**src/rtl/bcd_updown_counter_n.sv**
```systemverilog
// Multi-digit BCD up/down counter with button synchronisers and single-pulsers.
// Define BCD_SATURATE_EN to make counting saturate instead of wrapping.
module bcd_updown_counter_n #(
    parameter int DIGITS      = 4,
    parameter int SYNC_STAGES = 2
) (
    input  logic                  clk,
    input  logic                  reset,
    input  logic                  up,
    input  logic                  down,
    input  logic                  set9,
    input  logic                  set0,
    output logic [4*DIGITS-1:0]   outputs,
    output logic                  cout,
    output logic                  bout
);

    localparam int W = 4 * DIGITS;

    logic [SYNC_STAGES-1:0] up_sync;
    logic [SYNC_STAGES-1:0] down_sync;
    logic [SYNC_STAGES-1:0] primed;
    logic                   up_d;
    logic                   down_d;
    logic                   up_arm;
    logic                   down_arm;
    logic                   up_s;
    logic                   down_s;
    logic                   up_p;
    logic                   down_p;
    logic                   all9;
    logic                   all0;
    logic [W-1:0]           cnt_nxt;
    logic                   cout_nxt;
    logic                   bout_nxt;

    function automatic logic [W-1:0] bcd_inc(input logic [W-1:0] v);
        logic [W-1:0] r;
        logic         c;
        r = v;
        c = 1'b1;
        for (int i = 0; i < DIGITS; i++) begin
            if (c) begin
                if (v[4*i +: 4] == 4'd9) begin
                    r[4*i +: 4] = 4'd0;
                end else begin
                    r[4*i +: 4] = v[4*i +: 4] + 4'd1;
                    c = 1'b0;
                end
            end
        end
        return r;
    endfunction

    function automatic logic [W-1:0] bcd_dec(input logic [W-1:0] v);
        logic [W-1:0] r;
        logic         b;
        r = v;
        b = 1'b1;
        for (int i = 0; i < DIGITS; i++) begin
            if (b) begin
                if (v[4*i +: 4] == 4'd0) begin
                    r[4*i +: 4] = 4'd9;
                end else begin
                    r[4*i +: 4] = v[4*i +: 4] - 4'd1;
                    b = 1'b0;
                end
            end
        end
        return r;
    endfunction

    assign up_s   = up_sync[SYNC_STAGES-1];
    assign down_s = down_sync[SYNC_STAGES-1];

    // A button only arms once it has been seen released after reset.
    assign up_p   = up_s & ~up_d & up_arm;
    assign down_p = down_s & ~down_d & down_arm;

    assign all9 = (outputs == {DIGITS{4'h9}});
    assign all0 = (outputs == '0);

    always_ff @(posedge clk or posedge reset) begin
        if (reset) begin
            up_sync   <= '0;
            down_sync <= '0;
            primed    <= '0;
            up_d      <= 1'b0;
            down_d    <= 1'b0;
            up_arm    <= 1'b0;
            down_arm  <= 1'b0;
        end else begin
            up_sync   <= SYNC_STAGES'({up_sync, up});
            down_sync <= SYNC_STAGES'({down_sync, down});
            primed    <= SYNC_STAGES'({primed, 1'b1});
            up_d      <= up_s;
            down_d    <= down_s;
            up_arm    <= up_arm | (primed[SYNC_STAGES-1] & ~up_s);
            down_arm  <= down_arm | (primed[SYNC_STAGES-1] & ~down_s);
        end
    end

    always_comb begin
        cnt_nxt  = outputs;
        cout_nxt = 1'b0;
        bout_nxt = 1'b0;
        if (set0) begin
            cnt_nxt = '0;
        end else if (set9) begin
            cnt_nxt = {DIGITS{4'h9}};
        end else if (up_p && down_p) begin
            cnt_nxt = outputs;
        end else if (up_p) begin
            if (all9) begin
                cout_nxt = 1'b1;
`ifdef BCD_SATURATE_EN
                cnt_nxt  = outputs;
`else
                cnt_nxt  = '0;
`endif
            end else begin
                cnt_nxt = bcd_inc(outputs);
            end
        end else if (down_p) begin
            if (all0) begin
                bout_nxt = 1'b1;
`ifdef BCD_SATURATE_EN
                cnt_nxt  = outputs;
`else
                cnt_nxt  = {DIGITS{4'h9}};
`endif
            end else begin
                cnt_nxt = bcd_dec(outputs);
            end
        end
    end

    always_ff @(posedge clk or posedge reset) begin
        if (reset) begin
            outputs <= '0;
            cout    <= 1'b0;
            bout    <= 1'b0;
        end else begin
            outputs <= cnt_nxt;
            cout    <= cout_nxt;
            bout    <= bout_nxt;
        end
    end

endmodule

```
**config.mk**
```make
export PLATFORM = sky130hd
export DESIGN_NAME = bcd_updown_counter_n
export DESIGN_NICKNAME = d
export VERILOG_FILES = /design/src/rtl/bcd_updown_counter_n.sv
export SDC_FILE = /design/constraint.sdc
export NUM_CORES = 1
export LEC_CHECK = 0
export ABC_AREA = 0
export CELL_PAD_IN_SITES_DETAIL_PLACEMENT = 1
export CELL_PAD_IN_SITES_GLOBAL_PLACEMENT = 1
export CORE_MARGIN = 10
export CORE_UTILIZATION = 45
export DETAILED_ROUTE_END_ITERATION = 12
export HOLD_SLACK_MARGIN = 0.1
export PLACE_DENSITY_LB_ADDON = 0.3
export SYNTH_ARGS = -nofsm -noshare
export SYNTH_HDL_FRONTEND = slang
export SYNTH_SLANG_ARGS = --single-unit
```
**constraint.sdc**
```tcl
create_clock -name clk -period 5 [get_ports clk]
set_input_delay 1.5 -clock clk [delete_from_list [all_inputs] [get_ports clk]]
set_output_delay 1.5 -clock clk [all_outputs]
set_load 0.005 [all_outputs]
```
# After elaboration in Yosys (flattened, before gate mapping)
# Index checks and enable logic that the tools add are counted.
# word_totals
regBits,28
word_cells,131
# classes
n_addsub,8
n_eq_ne,9
mux,75
bitwise_logic,12
n_reduce_logical,14
# ops
cell,count
$mux 16,7
$mux 4,14
$mux 1,54
$add 4x1->4 const B,4
$eq 16x16->1 const B,1
$eq 4x4->1 const B,4
$logic_not 16->1,1
$logic_not 4->1,4
$sub 4x1->4 const B,4
$ne 5x3->1 const B,3
$reduce_bool 5->1,3
$reduce_and 4->1,3
$and 1x1->1,6
$not 1->1,4
$reduce_bool 4->1,1
$ne 3x3->1 const B,1
$or 1x1->1,2
$reduce_and 2->1,1
$logic_and 1x1->1,1

# Longest topological paths before layout
# Gate-level depths: netlist of run 1.
# depth
word_depth,29
mapped_depth,7
ltp_nobuf,7

# Worst setup path before layout of run 1
# OpenSTA, ideal clock, no wires.
# synth_timing
kind,input to register
from,input port set0
to,register cout
arrival_time_ns,2.287
setup_slack_ns,2.612
cell_stages,4
cell_sequence,clkbuf_1 -> or2_2 -> buf_1 -> nor4_1
# synth_via
elab_chain_len,1
# synth_rtl
item,line_no,text
"start, declared",12,"input logic set0,"
$mux 1,107,if (set0) begin
named net cout_nxt,34,logic cout_nxt;
"end signal, assigned",145,cout <= cout_nxt;
"end, declared",14,"output logic cout,"
# The timed path passes the listed nets, and every way through them passes these cells.
# A chain may end at the register's enable or synchronous reset.

# Worst setup path after layout of run 1
# layout_timing
from,register outputs[3]
to,output port outputs[3]
# layout_lines
item,line_no,text
"start, declared",13,"output logic [4*DIGITS-1:0] outputs,"
"start signal, assigned",144,outputs <= cnt_nxt;
# No word-level cell between the ends.

==> results of run 1 <==
## through the flow
stage,instances,utilization (%),hold WS [ps]
2_1_floorplan,214,-,331
3_3_place_gp,278,53.3,331
3_5_place_dp,278,53.3,336
4_1_cts,282,54.6,359
5_1_grt,282,54.6,381
6_report,282,54.6,358
## path summary, 6_finish.rpt
kind                       slack (ps)                       to                    from
max                              2060               outputs[3]  outputs[3]$_DFFE_PP0P_
min                               360   down_sync[1]$_DFF_PP0_  down_sync[0]$_DFF_PP0_
max reg2reg                      2430  outputs[15]$_DFFE_PP0P_  outputs[4]$_DFFE_PP0P_
min reg2reg                       360   down_sync[1]$_DFF_PP0_  down_sync[0]$_DFF_PP0_
max in group asynchronous        2550   outputs[7]$_DFFE_PP0P_                   reset
min in group asynchronous        1800         up_arm$_DFF_PP0_                   reset
## power groups by stage
| stage | registers, mW | logic (mW) | clock network (mW) |
|---|---|---|---|
| 6_report | 0.253 | 0.116 | 0.143 |
| 5_1_grt | 0.256 | 0.129 | 0.157 |
| 4_1_cts | 0.253 | 0.116 | 0.146 |
| 3_5_place_dp | 0.257 | 0.115 | 0 |
| 3_3_place_gp | 0.257 | 0.111 | 0 |
| 2_1_floorplan | 0.252 | 0.0803 | 0 |
## synth_stat cells, drive strengths merged, types with 3 or more instances
cell type and n:
nor2 15, nor3 6, or3 3, a21oi 13
inv 15, nand3 20, nand2b 3, dfrtp 28
nand2 11, o21ai 16, o22ai 4, o21bai 3
a221oi 3, clkbuf 5, a211oi 4, a311oi 4
nor4 3, nand3b 6, ha 15, o211ai 3
buf 4
## layer usage
layer / global-route usage [%] / part of all wire [%]
met2: 22.9 / 46
met1: 18.9 / 48
met3: 3.35 / 5.2
met5: 0 / 0
met4: 3.89 / 0.58
## sequential cells by signal, summed over array words and instances (netlist names)
| register | cells |
|---|---|
| outputs | 16 |
| down_sync | 2 |
| primed | 2 |
| up_sync | 2 |
| bout | 1 |
| cout | 1 |
| down_arm | 1 |
| down_d | 1 |
| up_arm | 1 |
| up_d | 1 |
## final cells by class
class / count / area share, %
inverter: 15 / 2.56
multi-input combinational: 162 / 49.8
tap: 50 / 2.84
clock buffer: 4 / 2.50
sequential: 28 / 31.8
timing repair buffer: 23 / 10.5
## cells by family (layout without fill, tap and decap cells)
family                     after synthesis  after routing  share of synthesized area (%)
AOI/OAI and AO/OA                       66             66                           24.1
buffers and inverters                   24             42                           5.34
other                                    1              1                          0.198
muxes                                    3              3                           1.65
DFF                                     28             28                           36.9
and+or+nand+nor                         76             76                           21.4
adders and majority gates               15             15                           9.89
xor gates and xnor gates                 1              1                          0.462
==> impl_results.md, run 1 <==
- Hold_buf cts: 0
- Logic pwr share: 22.6%
- Final setup viols: 0
- H-tree levels: 1
- Clock Skews: roughly 4.1 ps
- DP Worst Slack: just under 2000 ps
- Yosys top cell by area: dfrtp_1
- DRC: 0
- Slew Limit Headroom: 26.8%
- Finished Cell Area: between 2000 and 2500 um2
- Sw Share: between 30 and 40%
- IO Pins: 24
- Synth-to-Final Area Change: 16.0%
- Post-Syn Area: ~1900 um2
- Die Ht: around 85 um
- Critical path cell sequence: clkdlybuf4s50_1
- Synth warnings: 0
- Synth area leaders: dfrtp_1 (37%), ha_1 (9.9%), nand3_1 (5.3%), o21ai_0 (4.2%), a21oi_1 (3.4%)
- Pwr/cell area: 233 nW/um2
- Worst-case reg-to-reg path depth: 7
- RSZ-0062 raised after global routing: no
- PortBufs: 23
- Startpoint Class: flip-flop
- Num CTS Buffers: 3
- Nets: around 250
- N_diodes: 0
- Wirelength per Cell: around 18 um
- CTS root buf: clkbuf_8
- Initial core utilization: between 40% and 50%
- Peak supply drop: slightly above 0.0001 V
- Clk Latency, worst-skew pair: 270 ps
- Arrival time worst endpoint: between 1000 and 1500 ps
- Crit path required time: 3500 ps
- Detailed placer's ending HPWL: 3740 um
- Register cell area after layout: around 700 um2
- Worst hold path class: reg2reg
- Initial antenna violation count: 0
- Switch Pwr: approximately 150 uW
- # resized after CTS: 0
- Largest net degree at the start of global routing: 29
- Crit end category: output pin
- CP max stage delay: approximately 590 ps
- Multi-input gate area: 1100 um2
- Pint: around 360 uW
- Worst path slowest cell: dfrtp_1
- Clk network pwr share: around 28%
- Vias per cell: 6.07
- Die width: roughly 85 um
- Die area: about 7000 um2
- Status: finished, final reports clean
- Via count: about 1700
- Buf+Inv Stages, Crit Path: 1
- Crit-path leading delay family: flip-flops
- Final worst path period need: between 2000 and 3000 ps
- Max-Cap Viols: 0
- Final Cycle Share: 58.8%
- Yosys reg bits: 28
- Number of global-route vias before repair: ~1800
- Clock transition at path regs: approximately 100 ps
- Synth async-reset ratio: 100%
- Cell area after placement: roughly 2100 um2
- First-pass GRT wire length: 8950 um
- Gpl congestion: 0.803
- Max Fclk: between 300 and 400 MHz
- Post-Syn Instances: 214
- Synth top area share: about 37%
- Hold path depth: 0
- TritonCTS clock tree: done
- Final wirelength: just over 5000 um
- Number of flops mapped to enable cells by yosys: 0
- Cell variety after synth: 48
- Core box area: 4030 um2
- DR iter-0 viols: 99
- WS Path Type: reg2out
- Worst setup margin: 2060 ps
- Pins Over Slew Limit: 0
- Layout cells sized above 1: 5.60%
- Fill cells: between 500 and 600
- Most frequent cells in the layout: dfrtp_1 (28), clkdlybuf4s50_1 (23), nand3_1 (20), o21ai_0 (16)
- Avg Cell Area, Syn: just under 9 um2
- Sequential share of power: 49.5%
- Synth Flop Type: dfrtp_1
- CTS max path bufs: 2
- Post-synthesis sequential area ratio: a little under two fifths
- WP depth: 1
- Lkg Pwr: 0.913 nW
- Setup repair bufs after CTS: 0
- Endpoints failing hold: 0
- CTS sink cnt: 28
- Maximum fanout along the worst path: 10
- # rows: 23
- GR Overflow Total: 0
- ANT nets after route: 0
- Total Power: between 500 and 600 uW
- Total Routing Usage GR: 14.4%
- Sum of negative setup slack: 0 ps
- Commonest non-fill, non-tap cell in the layout: dfrtp_1
- Syn Nets: between 200 and 250
- DR pass1 iterations: 4
- Least-Margin Pin Slew: roughly 1100 ps
Power figures use the tool's default switching activity.
==> run 2: changes to the inputs <==
--- a/config.mk
+++ b/config.mk
@@ -9,7 +9,7 @@
 export CELL_PAD_IN_SITES_DETAIL_PLACEMENT = 1
 export CELL_PAD_IN_SITES_GLOBAL_PLACEMENT = 1
 export CORE_MARGIN = 10
-export CORE_UTILIZATION = 45
+export CORE_UTILIZATION = 38
 export DETAILED_ROUTE_END_ITERATION = 12
 export HOLD_SLACK_MARGIN = 0.1
 export PLACE_DENSITY_LB_ADDON = 0.3
==> constraint.sdc (replaced) <==
create_clock -name clk -period 2.6 [get_ports clk]
set_input_delay 0.78 -clock clk [delete_from_list [all_inputs] [get_ports clk]]
set_output_delay 0.78 -clock clk [all_outputs]
set_load 0.005 [all_outputs]
==> run 2 against run 1 <==
  * Die area is 14% higher
  * Critical path depth increased by 6
  * Non-clock buffer count up 12
  * Hold slack improved by 7.1 ps
  * Cell area up 5.9%
  * Global-route usage fell by 1.5 points
  * Via count increased by 2.0%
  * Worst setup slack worse by 1900 ps
  * Critical endpoint is now outputs[15]$_DFFE_PP0P_
  * Total power is 110% higher
==> impl_results.md, run 2 (synthesized netlist as in run 1, its figures left out) <==
- Status: finished, final reports clean
- Die width: 90.7 um (+6.7%)
- # rows: 25 (+8.7%)
- DP Worst Slack: 171 ps (-1790 ps)
- Clock Skews: 4.47 ps (+0.339 ps)
- Initial core utilization: 39.7% (-7.5 points)
- Peak supply drop: 0.000184 V (+83%)
- Metal2 WL: 2600 um (+9.2%)
- H-tree levels: 1 (unchanged)
- IO Pins: 24 (unchanged)
- Clock transition at path regs: 110 ps (about the same)
- Core box area: 4790 um2 (+19%)
- DR pass1 iterations: 4 (unchanged)
- Largest register FFs: 16 (unchanged)
- Worst setup margin: 132 ps (-1930 ps)
- Lkg Pwr: 0.978 nW (+7.1%)
- Worst hold path class: reg2reg
- Vias per cell: 5.61 (-7.5%)
- Endpoints failing hold: 0 (unchanged)
- Wirelength per Cell: 17.1 um (-7.3%)
- DR iter-0 viols: 69 (-30%)
- Maximum fanout along the worst path: 7 (-3)
- Sequential share of power: 44.5% (-5.0 points)
- Sw Share: 28.6% (-1.6 points)
- Slew Limit Headroom: 59.2% (+32 points)
- Crit path required time: 2800 ps (-700 ps)
- Startpoint Class: flip-flop
- Top layer in use: met4
- CTS sink cnt: 28 (unchanged)
- Total Routing Usage GR: 12.9% (-1.5 points)
- GR Overflow Total: 0 (unchanged)
- Detailed placer's ending HPWL: 3930 um (+5.3%)
- TritonCTS clock tree: done
- Nets: 266 (+4.7%)
- N_diodes: 0 (unchanged)
- CTS root buf: clkbuf_8
- Commonest non-fill, non-tap cell in the layout: dfrtp_1
- Final setup viols: 0 (unchanged)
- CTS max path bufs: 2 (unchanged)
- Gpl congestion: 0.834 (+3.9%)
- Crit end category: flip-flop
- Final Cycle Share: a little over nine tenths
- WS Path Type: reg2reg
- Num CTS Buffers: 3 (unchanged)
- Arrival time worst endpoint: 2660 ps (+1220 ps)
- Sum of negative setup slack: 0 ps (unchanged)
- Max-Cap Viols: 0 (unchanged)
- Most frequent cells in the layout: dfrtp_1 (27), clkdlybuf4s50_1 (23), nand3_1 (20), o21ai_0 (16)
- Switch Pwr: 309 uW (+100%)
- Met3 wire length: 162 um (-40%)
- Die area: 8220 um2 (+14%)
- PortBufs: 23 (unchanged)
- Number of global-route vias before repair: 1807 (-0.44%)
- RSZ-0062 raised after global routing: no
- Least-Margin Pin Slew: 612 ps (-485 ps)
- Metal1 wirelength: 2470 um (-1.4%)
- Initial antenna violation count: 0 (unchanged)
- DRC: 0 (unchanged)
- Final worst path period need: roughly 2500 ps
- First-pass GRT wire length: 8850 um (-1.1%)
- Logic pwr share: 22.6% (about the same)
- Fill cells: 576 (+15%)
- Most flop-heavy register: outputs
- Largest net degree at the start of global routing: 29 (unchanged)
- Via count: 1746 (+2.0%)
- Pint: 773 uW (+120%)
- Pins Over Slew Limit: 0 (unchanged)
- Synth-to-Final Area Change: 22.7%
- Clk network pwr share: 32.9% (+5.0 points)
- Die Ht: 90.7 um (+6.7%)
- Max Fclk: ~410 MHz
- Pwr/cell area: 464 nW/um2 (+100%)
- Final wirelength: 5300 um (+2.2%)
- Clk Latency, worst-skew pair: 280 ps (about the same)
- ANT nets after route: 0 (unchanged)
- Layout cells sized above 1: 10.7% (+5.1 points)
[run 2: layout make-up]
class	count	area, um2	share of cell area (%)
clock buffer	3	41.3	1.77
clock inverter	1	30.0	1.29
inverter	15	56.3	2.42
multi-input combinational	162	1100	47.0
sequential	28	702	30.1
tap	67	83.8	3.60
timing repair buffer	35	320	13.7
[run 2: worst paths after layout]
check / from / end / slack, ps / depth (start not counted)
max: outputs[5]$_DFFE_PP0P_ / outputs[15]$_DFFE_PP0P_ / 130 / 7
min: primed[0]$_DFF_PP0_ / primed[1]$_DFF_PP0_ / 360 / 0
max reg2reg: outputs[5]$_DFFE_PP0P_ / outputs[15]$_DFFE_PP0P_ / 130 / 7
min reg2reg: primed[0]$_DFF_PP0_ / primed[1]$_DFF_PP0_ / 360 / 0
max in group asynchronous: reset / outputs[5]$_DFFE_PP0P_ / 1460 / 3
min in group asynchronous: reset / primed[0]$_DFF_PP0_ / 850 / 3
[run 2: per-stage QoR]
step           cells  hold slack, ps  utilization (%)  instance area [um2]  power, mW
6_report         311             365             48.7                 2330       1.08
5_1_grt          311             378             48.7                 2330       1.15
4_1_cts          309             366             48.3                 2310       1.09
3_5_place_dp     305             340             46.8                 2240      0.733
3_3_place_gp     305             332             46.8                 2240      0.726
2_1_floorplan    214             331                -                 1900      0.638
[run 2: what timing repair did]
action	CTS	global route
hold buffers	0	0
buffers inserted	0	2
setup endpoints to repair	0	1
resized for setup	0	1
endpoints found under the hold margin	0	0
[run 2: critical path: stages, from the launching register on]
cell and delay (ps):
dfrtp_2 450, inv_1 130, ha_1 200, or3b_2 530
or4_4 470, o22ai_4 270, nor3_1 90, a311oi_2 230
[run 2: power by group through the flow]
stage | clock, mW | sequential (mW) | combinational, mW
6_report | 0.356 | 0.481 | 0.244
5_1_grt | 0.388 | 0.486 | 0.271
4_1_cts | 0.367 | 0.481 | 0.245
3_5_place_dp | 0 | 0.490 | 0.243
3_3_place_gp | 0 | 0.489 | 0.237
2_1_floorplan | 0 | 0.484 | 0.154
[run 2: routing by layer]
| metal | GRT usage, % | vias up |
|---|---|---|
| li1 | - | 839 |
| met5 | 0 | - |
| met4 | 4.77 | 0 |
| met1 | 15.6 | 878 |
| met2 | 22.2 | 25 |
| met3 | 2.08 | 4 |
==> run 3: changes to the inputs <==
--- a/config.mk
+++ b/config.mk
@@ -13,6 +13,7 @@
 export DETAILED_ROUTE_END_ITERATION = 12
 export HOLD_SLACK_MARGIN = 0.1
 export PLACE_DENSITY_LB_ADDON = 0.3
+export SKIP_CTS_REPAIR_TIMING = 1
 export SYNTH_ARGS = -nofsm -noshare
 export SYNTH_HDL_FRONTEND = slang
 export SYNTH_SLANG_ARGS = --single-unit
==> results of run 3 <==
The final DEF is identical to that of run 2; final timing and power are the same.
